File: config.mk
export PLATFORM = sky130hd
export DESIGN_NAME = neg_pipe
export DESIGN_NICKNAME = d
export VERILOG_FILES = /design/src/rtl/neg_pipe.sv
export SDC_FILE = /design/constraint.sdc
export NUM_CORES = 1
export LEC_CHECK = 0
export CORE_ASPECT_RATIO = 1.4
export CORE_MARGIN = 3
export CORE_UTILIZATION = 50
export DETAILED_ROUTE_END_ITERATION = 10
export PLACE_DENSITY = 0.8
export SLEW_MARGIN = 25
export SYNTH_ARGS = -nofsm -noshare
export SYNTH_HDL_FRONTEND = slang
export SYNTH_SLANG_ARGS = --single-unit
File: constraint.sdc
create_clock -name clk -period 2.75 [get_ports clk]
set_input_delay 0.825 -clock clk [delete_from_list [all_inputs] [get_ports clk]]
set_output_delay 0.825 -clock clk [all_outputs]
set_load 0.01 [all_outputs]
File: src/rtl/neg_pipe.sv
// neg_pipe: elastic pipelined sign unit (NEG/ABS/NABS/PASS).
// Optional MAXPOS saturation, per-result flags, sticky overflow.
module neg_pipe #(
   parameter int WIDTH    = 32,
   parameter int STAGES   = 2,
   parameter int SATURATE = 1
) (
   input  logic             clk,
   input  logic             rst_n,
   input  logic             in_valid,
   output logic             in_ready,
   input  logic [WIDTH-1:0] in_data,
   input  logic [1:0]       in_mode,
   output logic             out_valid,
   input  logic             out_ready,
   output logic [WIDTH-1:0] out_data,
   output logic             out_ovf,
   output logic             out_zero,
   output logic             out_sign,
   output logic             ovf_sticky,
   input  logic             ovf_clr
);

   localparam logic [WIDTH-1:0] MINNEG =
      {1'b1, {(WIDTH-1){1'b0}}};
   localparam logic [WIDTH-1:0] MAXPOS =
      {1'b0, {(WIDTH-1){1'b1}}};
   localparam logic [WIDTH-1:0] ONE =
      {{(WIDTH-1){1'b0}}, 1'b1};

   logic [WIDTH-1:0]  w_neg;
   logic [WIDTH-1:0]  w_raw;
   logic [WIDTH-1:0]  w_res;
   logic              w_ovf;
   logic              w_isneg;
   logic              w_ismin;
   logic [STAGES-1:0] w_load;
   logic              w_full;

   logic [STAGES-1:0] r_vld;
   logic [STAGES-1:0] r_ovf;
   logic [STAGES-1:0] r_zero;
   logic [STAGES-1:0] r_sign;
   logic [WIDTH-1:0]  r_data [STAGES];
   logic              r_sticky;

   assign w_neg   = ~in_data + ONE;
   assign w_isneg = in_data[WIDTH-1];
   assign w_ismin = (in_data == MINNEG);

   // Sign operation select; MINNEG negation is the only overflow.
   always_comb begin
      w_raw = in_data;
      w_ovf = 1'b0;
      unique case (in_mode)
         2'b00: begin
            w_raw = w_neg;
            w_ovf = w_ismin;
         end
         2'b01: begin
            w_raw = w_isneg ? w_neg : in_data;
            w_ovf = w_ismin;
         end
         2'b10: begin
            w_raw = w_isneg ? in_data : w_neg;
         end
         default: begin
            w_raw = in_data;
         end
      endcase
   end

   assign w_res = (w_ovf && (SATURATE != 0)) ? MAXPOS : w_raw;

   // Stage k loads when any stage from k onward has a hole,
   // or the consumer takes the last result this cycle.
   always_comb begin
      w_load = '0;
      w_full = 1'b1;
      for (int k = 0; k < STAGES; k++) begin
         w_full = 1'b1;
         for (int j = k; j < STAGES; j++) begin
            w_full = w_full & r_vld[j];
         end
         w_load[k] = out_ready || !w_full;
      end
   end

   assign in_ready = w_load[0];

   // Pipeline registers; payload only moves with a valid item.
   always_ff @(posedge clk or negedge rst_n) begin
      if (!rst_n) begin
         r_vld  <= '0;
         r_ovf  <= '0;
         r_zero <= '0;
         r_sign <= '0;
         for (int k = 0; k < STAGES; k++) begin
            r_data[k] <= '0;
         end
      end else begin
         if (w_load[0]) begin
            r_vld[0] <= in_valid;
         end
         if (w_load[0] && in_valid) begin
            r_data[0] <= w_res;
            r_ovf[0]  <= w_ovf;
            r_zero[0] <= (w_res == '0);
            r_sign[0] <= w_res[WIDTH-1];
         end
         for (int k = 1; k < STAGES; k++) begin
            if (w_load[k]) begin
               r_vld[k] <= r_vld[k-1];
            end
            if (w_load[k] && r_vld[k-1]) begin
               r_data[k] <= r_data[k-1];
               r_ovf[k]  <= r_ovf[k-1];
               r_zero[k] <= r_zero[k-1];
               r_sign[k] <= r_sign[k-1];
            end
         end
      end
   end

   // Sticky overflow: a delivered overflow beats a clear.
   always_ff @(posedge clk or negedge rst_n) begin
      if (!rst_n) begin
         r_sticky <= 1'b0;
      end else if (out_valid && out_ready && out_ovf) begin
         r_sticky <= 1'b1;
      end else if (ovf_clr) begin
         r_sticky <= 1'b0;
      end
   end

   assign out_valid  = r_vld[STAGES-1];
   assign out_data   = r_data[STAGES-1];
   assign out_ovf    = r_ovf[STAGES-1];
   assign out_zero   = r_zero[STAGES-1];
   assign out_sign   = r_sign[STAGES-1];
   assign ovf_sticky = r_sticky;

endmodule
# Yosys cells after proc, flatten, opt, wreduce, memory -nomap -nowiden
# Index checks and enable logic that the tools add are counted.
totals:
  register_bits: 73
  in_bits: 39
  out_inout_bits: 38
  elab_cells: 36
op_classes:
  addsub: 1
  n_eq_ne: 3
  mux: 7
  bitwise_logic: 2
  n_reduce_logical: 12
op_table:
  columns: ["cell", "n"]
  rows:
  - ["two-way mux 32 bit", 3]
  - ["one-hot mux 32 bit (3 select lines)", 1]
  - ["adder 32 x 1 -> 32 bit, second input constant", 1]
  - ["equality test 32 bit, second input constant", 1]
  - ["zero test 32 bit", 1]
  - ["NOT 32 bit", 1]
  - ["logical AND 1 bit", 4]
  - ["two-way mux 1 bit", 3]
  - ["equality test 2 x 1 -> 1 bit, second input constant", 1]
  - ["equality test 2 bit, second input constant", 1]
  - ["zero test 1 bit", 2]
  - ["zero test 2 bit", 1]
  - ["logical OR 1 bit", 2]
  - ["nonzero test 2 bit", 1]
  - ["OR reduction 2 bit", 1]
  - ["AND 1 bit", 1]

# Depth between registers and ports, before layout
# Gate-level depths: netlist (run 1).
logic_depth:
  ltp_word: 6
  ltp_mapped: 15
  mapped_depth_nobuf: 12

# Worst setup path after synthesis (run 1)
# Ideal clock, no wire load.
synth_path:
  path_kind: "input -> register"
  startpoint: "input port in_data[4]"
  endpoint: "register r_zero[0]"
  setup_time_ns: 0.092
  arrival_ns: 3.521
  required_ns: 2.658
  path_slack_ns: -0.862
  path_stages: 14
  n_path_buf: 3
  path_cell_list: "buf_2 -> nor4_2 -> buf_2 -> and4_1 -> buf_4 -> nand2_1 -> nor4_1 -> ha_1 -> mux4_2 -> nor2_1 -> and4_1 -> and3_1 -> nand4_1 -> o31ai_2"
synth_between:
  elab_chain_cells: 6
  word_cells_on_any_way: 9
  classes_between: "add/sub (1); eq/ne (1); mux (5); bitwise (1); reduce/logical (1)"
synth_lines:
  columns: ["element", "line_no", "source"]
  rows:
  - ["start, declared", "12", "input logic [WIDTH-1:0] in_data,"]
  - ["NOT 32 bit", "47", "assign w_neg = ~in_data + ONE;"]
  - ["adder 32 x 1 -> 32 bit", "47", null]
  - ["two-way mux 32 bit (on tied branches)", "65, 61", null]
  - ["one-hot mux 32 bit (3 select lines)", "55", "unique case (in_mode)"]
  - ["two-way mux 32 bit (*)", "73", "assign w_res = (w_ovf && (SATURATE != 0)) ? MAXPOS : w_raw;"]
  - ["zero test 32 bit (*)", "108", "r_zero[0] <= (w_res == '0);"]
  - ["end signal, assigned", "108", null]
  - ["end signal, assigned by index", "118", "r_zero[k] <= r_zero[k-1];"]
  - ["end, declared", "42", "logic [STAGES-1:0] r_zero;"]
# Mark *: on every way between the ends. The rest lies on a longest branch, timed or not.
# A chain may end at the register's enable or synchronous reset.

# Worst setup path in the final report (run 1)
layout_path:
  startpoint: "input port in_data[8]"
  endpoint: "register r_zero[0]"
# Same word-level chain as after synthesis.

==> reports/qor.csv, run 1 <==
metric,value,unit
status,finished with violations,
violations,negative setup slack,
portBuffers,76,
htreeDepth,3,
dpl_cell_area,5210,um2
dieArea,8980,um2
clock-root-buffer,clkbuf_8,
timing.final.ws_setup,-0.346,ns
coreArea,7500,um2
final_common_cell,buf_4,
synth_area,3930,um2
diodes,0,
hold_viol_final,0,
dp_hpwl,7.66,mm
ant_nets,0,
hold_path_class,in2async,
skew,0.00827,ns
drt-total-wl,10.4,mm
nFillCells,546,
required,3.01,ns
area_growth,40.3,%
cp_max_fo,3,
worst_pin_slew,0.519,ns
peakVddDrop,0.328,mV
rsz0062_at_grt,true,
synth-seq-cells,71,
ys_warn_count,0,
grt_use_met3,4.23,%
grt-busiest-layer,met2,
setup_violations,1,
r2r-end,r_zero[0]$_DFFE_PN0P_,
cts.hold.buffers_added,0,
clk_pin_slew,0.07,ns
pre_cts_ws,-1.12,ns
multi_input_area,1870,um2
rows,37,
p_per_area,588,nW/um2
fin_setup_tns,-0.346,ns
avgSynthCellArea,10.2,um2
grt_max_degree,51,
wl_per_cell,16.7,um
die_h,111,um
ys.flop_type,dfrtp_1,
numCtsBuffers,9,
start_kind,input port,
drtPass1Iterations,4,
drc,0,
fin_crit_sh,113,%
synth_cell_types,47,
use_met1,28.3,%
relSlewSlack,65.4,%
io_pins,77,
synthArstFlopShare,100,%
timing_max_transition_violations_final,0,
leakagePower,2.47,nW
synth-edff-count,0,
fmax,323,MHz
whs,0.444,ns
cts_buffer_depth,2,
syn-num-nets,427,
initial_core_util,52.5,%
final_nets,561,
dieWidth,81.0,um
gp_congestion,0.917,
grt-ovfl-total,0,
grt_pass1_vias,3497,
drive_gt1_share,34.4,%
period_needed,3.10,ns
crit-reg2reg-launch,r_vld[1]$_DFFE_PN0N_,
drtIter0Drc,125,
grt_usage,24.5,%
final_cell_mix,"98 x buf_4, 71 x dfrtp_1, 46 x clkdlybuf4s50_1",
viasPerCell,5.37,
grt_pass1_wl,17.0,mm
netlist_instances,385,
design_area,5520,um2
synth_seq_area_share,45.2,%
vias,3327,
insertion_delay,0.35,ns
grtUsageMet2,42.8,%
cts.sinks,71,
arrival,3.35,ns
final_util,73.6,%
tritoncts,done,
path_class,in2reg,
antenna_found_initial,0,
r2r_cells,7,
regArea,1780,um2
end_kind,flop,
reg2reg_slack,0.95,ns
cap_violations,0,
-- cell usage after synthesis, types with 2 or more instances --
cell,count,share of area [%]
dfrtp_1,71,45
nor2_1,37,3.5
mux2_2,35,10
buf_4,33,6.3
a21oi_1,28,3.6
nand2_1,24,2.3
xnor2_1,18,4.0
clkbuf_1,15,1.4
o21ai_0,13,1.7
xor2_1,10,2.2
nand2b_1,9,1.4
a31oi_1,8,1.3
inv_1,7,0.67
nand3_1,6,0.76
nor3_1,6,0.76
and3_1,5,0.80
or4_1,5,0.95
and4_1,4,0.89
buf_2,4,0.51
mux2i_1,4,1.0
nand4_1,4,0.64
o31a_1,4,0.89
a41oi_1,3,0.67
ha_1,3,0.95
nor4_1,3,0.48
nor4_2,3,0.95
o31ai_1,2,0.38
o41ai_1,2,0.45
-- repair_timing --
action / in CTS / in global routing
setup endpoints to repair: 4 / 4
gates resized for setup: 64 / 23
pin swaps: 14 / 13
setup buffers: 4 / 5
-- state kept, by name (all words and copies together) (netlist names) --
name,cells
out_data,31
r_zero,2
r_data,31
r_sign,2
r_vld,2
ovf_sticky,1
r_ovf,2
-- metal layers --
layer | part of all wire, % | wire, um
met3 | 3.4 | 352
met1 | 40 | 4140
met2 | 53 | 5530
met4 | 3.3 | 346
met5 | 0 | 0
-- worst max-delay path by stage --
| stage | to | cells past startpoint | slack (ns) | from |
|---|---|---|---|---|
| finish | r_zero[0]$_DFFE_PN0P_ | 13 | -0.35 | in_data[8] |
| global placement | r_zero[0]$_DFFE_PN0P_ | 13 | -1.08 | in_data[11] |
| CTS | r_zero[0]$_DFFE_PN0P_ | 12 | -0.43 | in_data[17] |
| detailed placement | r_zero[0]$_DFFE_PN0P_ | 12 | -1.12 | in_data[6] |
| global route | r_zero[0]$_DFFE_PN0P_ | 12 | -0.48 | in_data[21] |
| floorplan | r_zero[0]$_DFFE_PN0P_ | 12 | -0.74 | in_data[15] |
-- logic make-up after synthesis --
group / Yosys count / synth area share, %
AO/OA/AOI/OAI: 67 / 10.4
XOR/XNOR: 28 / 6.23
adder cells (fa/ha/maj): 3 / 0.954
buffers and inverters: 61 / 9.29
flip-flops: 71 / 45.2
multiplexers: 40 / 11.6
AND/OR/NAND/NOR: 115 / 16.3
-- power breakdown --
part	internal, W	total (W)	switching [W]	leakage (nW)
registers	0.00126	0.00138	0.000117	0.815
clock network	0.000462	0.000838	0.000376	0.0985
logic	0.000604	0.00103	0.000424	1.55
-- per-stage QoR --
| stage | cells | power (W) |
|---|---|---|
| floorplan | 385 | 0.00199 |
| global placement | 596 | 0.00238 |
| detailed placement | 596 | 0.00243 |
| CTS | 615 | 0.00327 |
| global route | 620 | 0.00342 |
| finish | 620 | 0.00325 |
-- final cells by class --
cell class / count / area share (%)
timing repair buffer: 177 / 27.6
multi-input combinational: 253 / 34.0
tap: 97 / 2.20
sequential: 71 / 32.2
clock inverter: 3 / 0.771
inverter: 7 / 0.476
clock buffer: 12 / 2.81
-- critical path: stages --
cell and delay [ns]:
buf_8 0.10, nor4_4 0.28, buf_4 0.17, and4_4 0.22, nand2_4 0.06, nor4_4 0.16
ha_1 0.27, mux4_2 0.47, nor2_1 0.09, and4_1 0.21, and3_1 0.16, nand4_1 0.10
o31ai_2 0.22
Power figures use the tool's default switching activity.
==> run 2, diff against run 1 <==
SLEW_MARGIN = unset   (was 25)
==> results of run 2 <==
No change in the layout: final DEF, timing and power equal those of run 1.
==> run 3, diff against run 2 <==
SKIP_CTS_REPAIR_TIMING = 1   (was unset)
==> reports/qor.csv, run 3 (synthesis results as in run 1) <==
metric,value,unit
whs,0.442,ns
drtIter0Drc,145,
path_cells,dlymetal6s2s_1 > nor4_4 > and4_4 > nand2_4 > nor4_4 > ha_1 > mux4_2 > nor2_1 > and4_1 > and3_1 > nand4_1 > o31ai_2,
arrival,3.45,ns
start_kind,input port,
area_growth,40.7,%
dp_hpwl,7.66,mm
p_per_area,587,nW/um2
dieArea,8980,um2
insertion_delay,0.35,ns
period_needed,3.19,ns
cts.sinks,71,
cpPeakStageDelay,0.47,ns
cp_max_fo,4,
end_kind,flop,
cts_buffer_depth,2,
die_h,111,um
tritoncts,done,
fin_cells,616,
worst_pin_slew,0.515,ns
grt-ovfl-total,0,
portBuffers,76,
dieWidth,81.0,um
grt_pass1_wl,16.6,mm
vias,3305,
multi_input_area,1870,um2
io_pins,77,
fin_crit_sh,116,%
timing.final.ws_setup,-0.442,ns
clk_pin_slew,0.07,ns
hold_path_class,in2async,
nFillCells,543,
coreArea,7500,um2
fmax,313,MHz
drc,0,
dp_cells,596,
violations,negative setup slack,
ant_nets,0,
initial_core_util,52.5,%
rows,37,
cap_violations,0,
drtPass1Iterations,4,
worst-path-buf-inv,1,
grt_pass1_vias,3418,
critical_path.top_delay_family,simple AND/OR/NAND/NOR gates,
peakVddDrop,0.326,mV
final_cell_mix,"93 x buf_4, 71 x dfrtp_1, 51 x clkdlybuf4s50_1",
rsz0062_at_grt,true,
setup_violations,2,
dpl_cell_area,5210,um2
clock-root-buffer,clkbuf_8,
timing_max_transition_violations_final,0,
final_nets,556,
skew,0.00821,ns
viasPerCell,5.37,
design_area,5540,um2
drt-total-wl,10.3,mm
status,finished with violations,
numCtsBuffers,9,
cp_common_cell,nor4_4,
grt_max_degree,51,
relSlewSlack,65.7,%
hold_viol_final,0,
wl_per_cell,16.7,um
path_class,in2reg,
final_common_cell,buf_4,
required,3.01,ns
htreeDepth,3,
drive_gt1_share,32.6,%
grt_usage,24.1,%
antenna_found_initial,1,
regArea,1780,um2
crit_slowest_cell,mux4_2,
leakagePower,2.52,nW
gp_congestion,0.917,
-- run 3: routing by layer --
layer  GRT usage [%]  up-vias  wire length [um]
met4            11.5        0               316
met1            28.3     1596              4120
met5               0        -                 0
met2            41.4       99              5450
li1                -     1589                 -
met3            4.07       21               411
-- run 3: where the power goes --
part | switching, W | internal (W)
registers | 0.000118 | 0.00126
logic | 0.000422 | 0.000609
clock network | 0.000376 | 0.000462
total | 0.000916 | 0.00233
-- run 3: path summary, 6_finish.rpt --
| check | start | to | slack [ns] | cells after the start |
|---|---|---|---|---|
| setup / recovery | in_data[0] | r_zero[0]$_DFFE_PN0P_ | -0.44 | 12 |
| max in group asynchronous | rst_n | out_data[23]$_DFFE_PN0P_ | 1.68 | 2 |
| hold / removal | rst_n | out_data[3]$_DFFE_PN0P_ | 0.44 | 1 |
| hold reg to reg | r_ovf[0]$_DFFE_PN0P_ | r_ovf[0]$_DFFE_PN0P_ | 0.47 | 2 |
| min in group clk | r_ovf[0]$_DFFE_PN0P_ | r_ovf[0]$_DFFE_PN0P_ | 0.47 | 2 |
| setup reg to reg | r_vld[1]$_DFFE_PN0N_ | r_zero[0]$_DFFE_PN0P_ | 0.91 | 7 |
-- run 3: stage by stage --
stage | TNS [ns] | worst slack [ns] | util, % | total power, W
global route | -0.629 | -0.546 | 73.8 | 0.00342
detailed placement | -9.18 | -1.12 | 69.5 | 0.00243
CTS | -1.05 | -0.762 | 72.1 | 0.00327
finish | -0.465 | -0.442 | 73.8 | 0.00325
floorplan | -0.999 | -0.745 | - | 0.00199
global placement | -8.96 | -1.08 | 69.5 | 0.00238
-- run 3: final cells by class --
type                            instances  area share, %
Tap cell                               97           2.19
Clock inverter                          3          0.769
Inverter                                7          0.475
Antenna cell                            1         0.0452
Clock buffer                           12           2.80
Sequential cell                        71           32.1
Multi-Input combinational cell        253           33.7
Timing Repair Buffer                  172           27.9
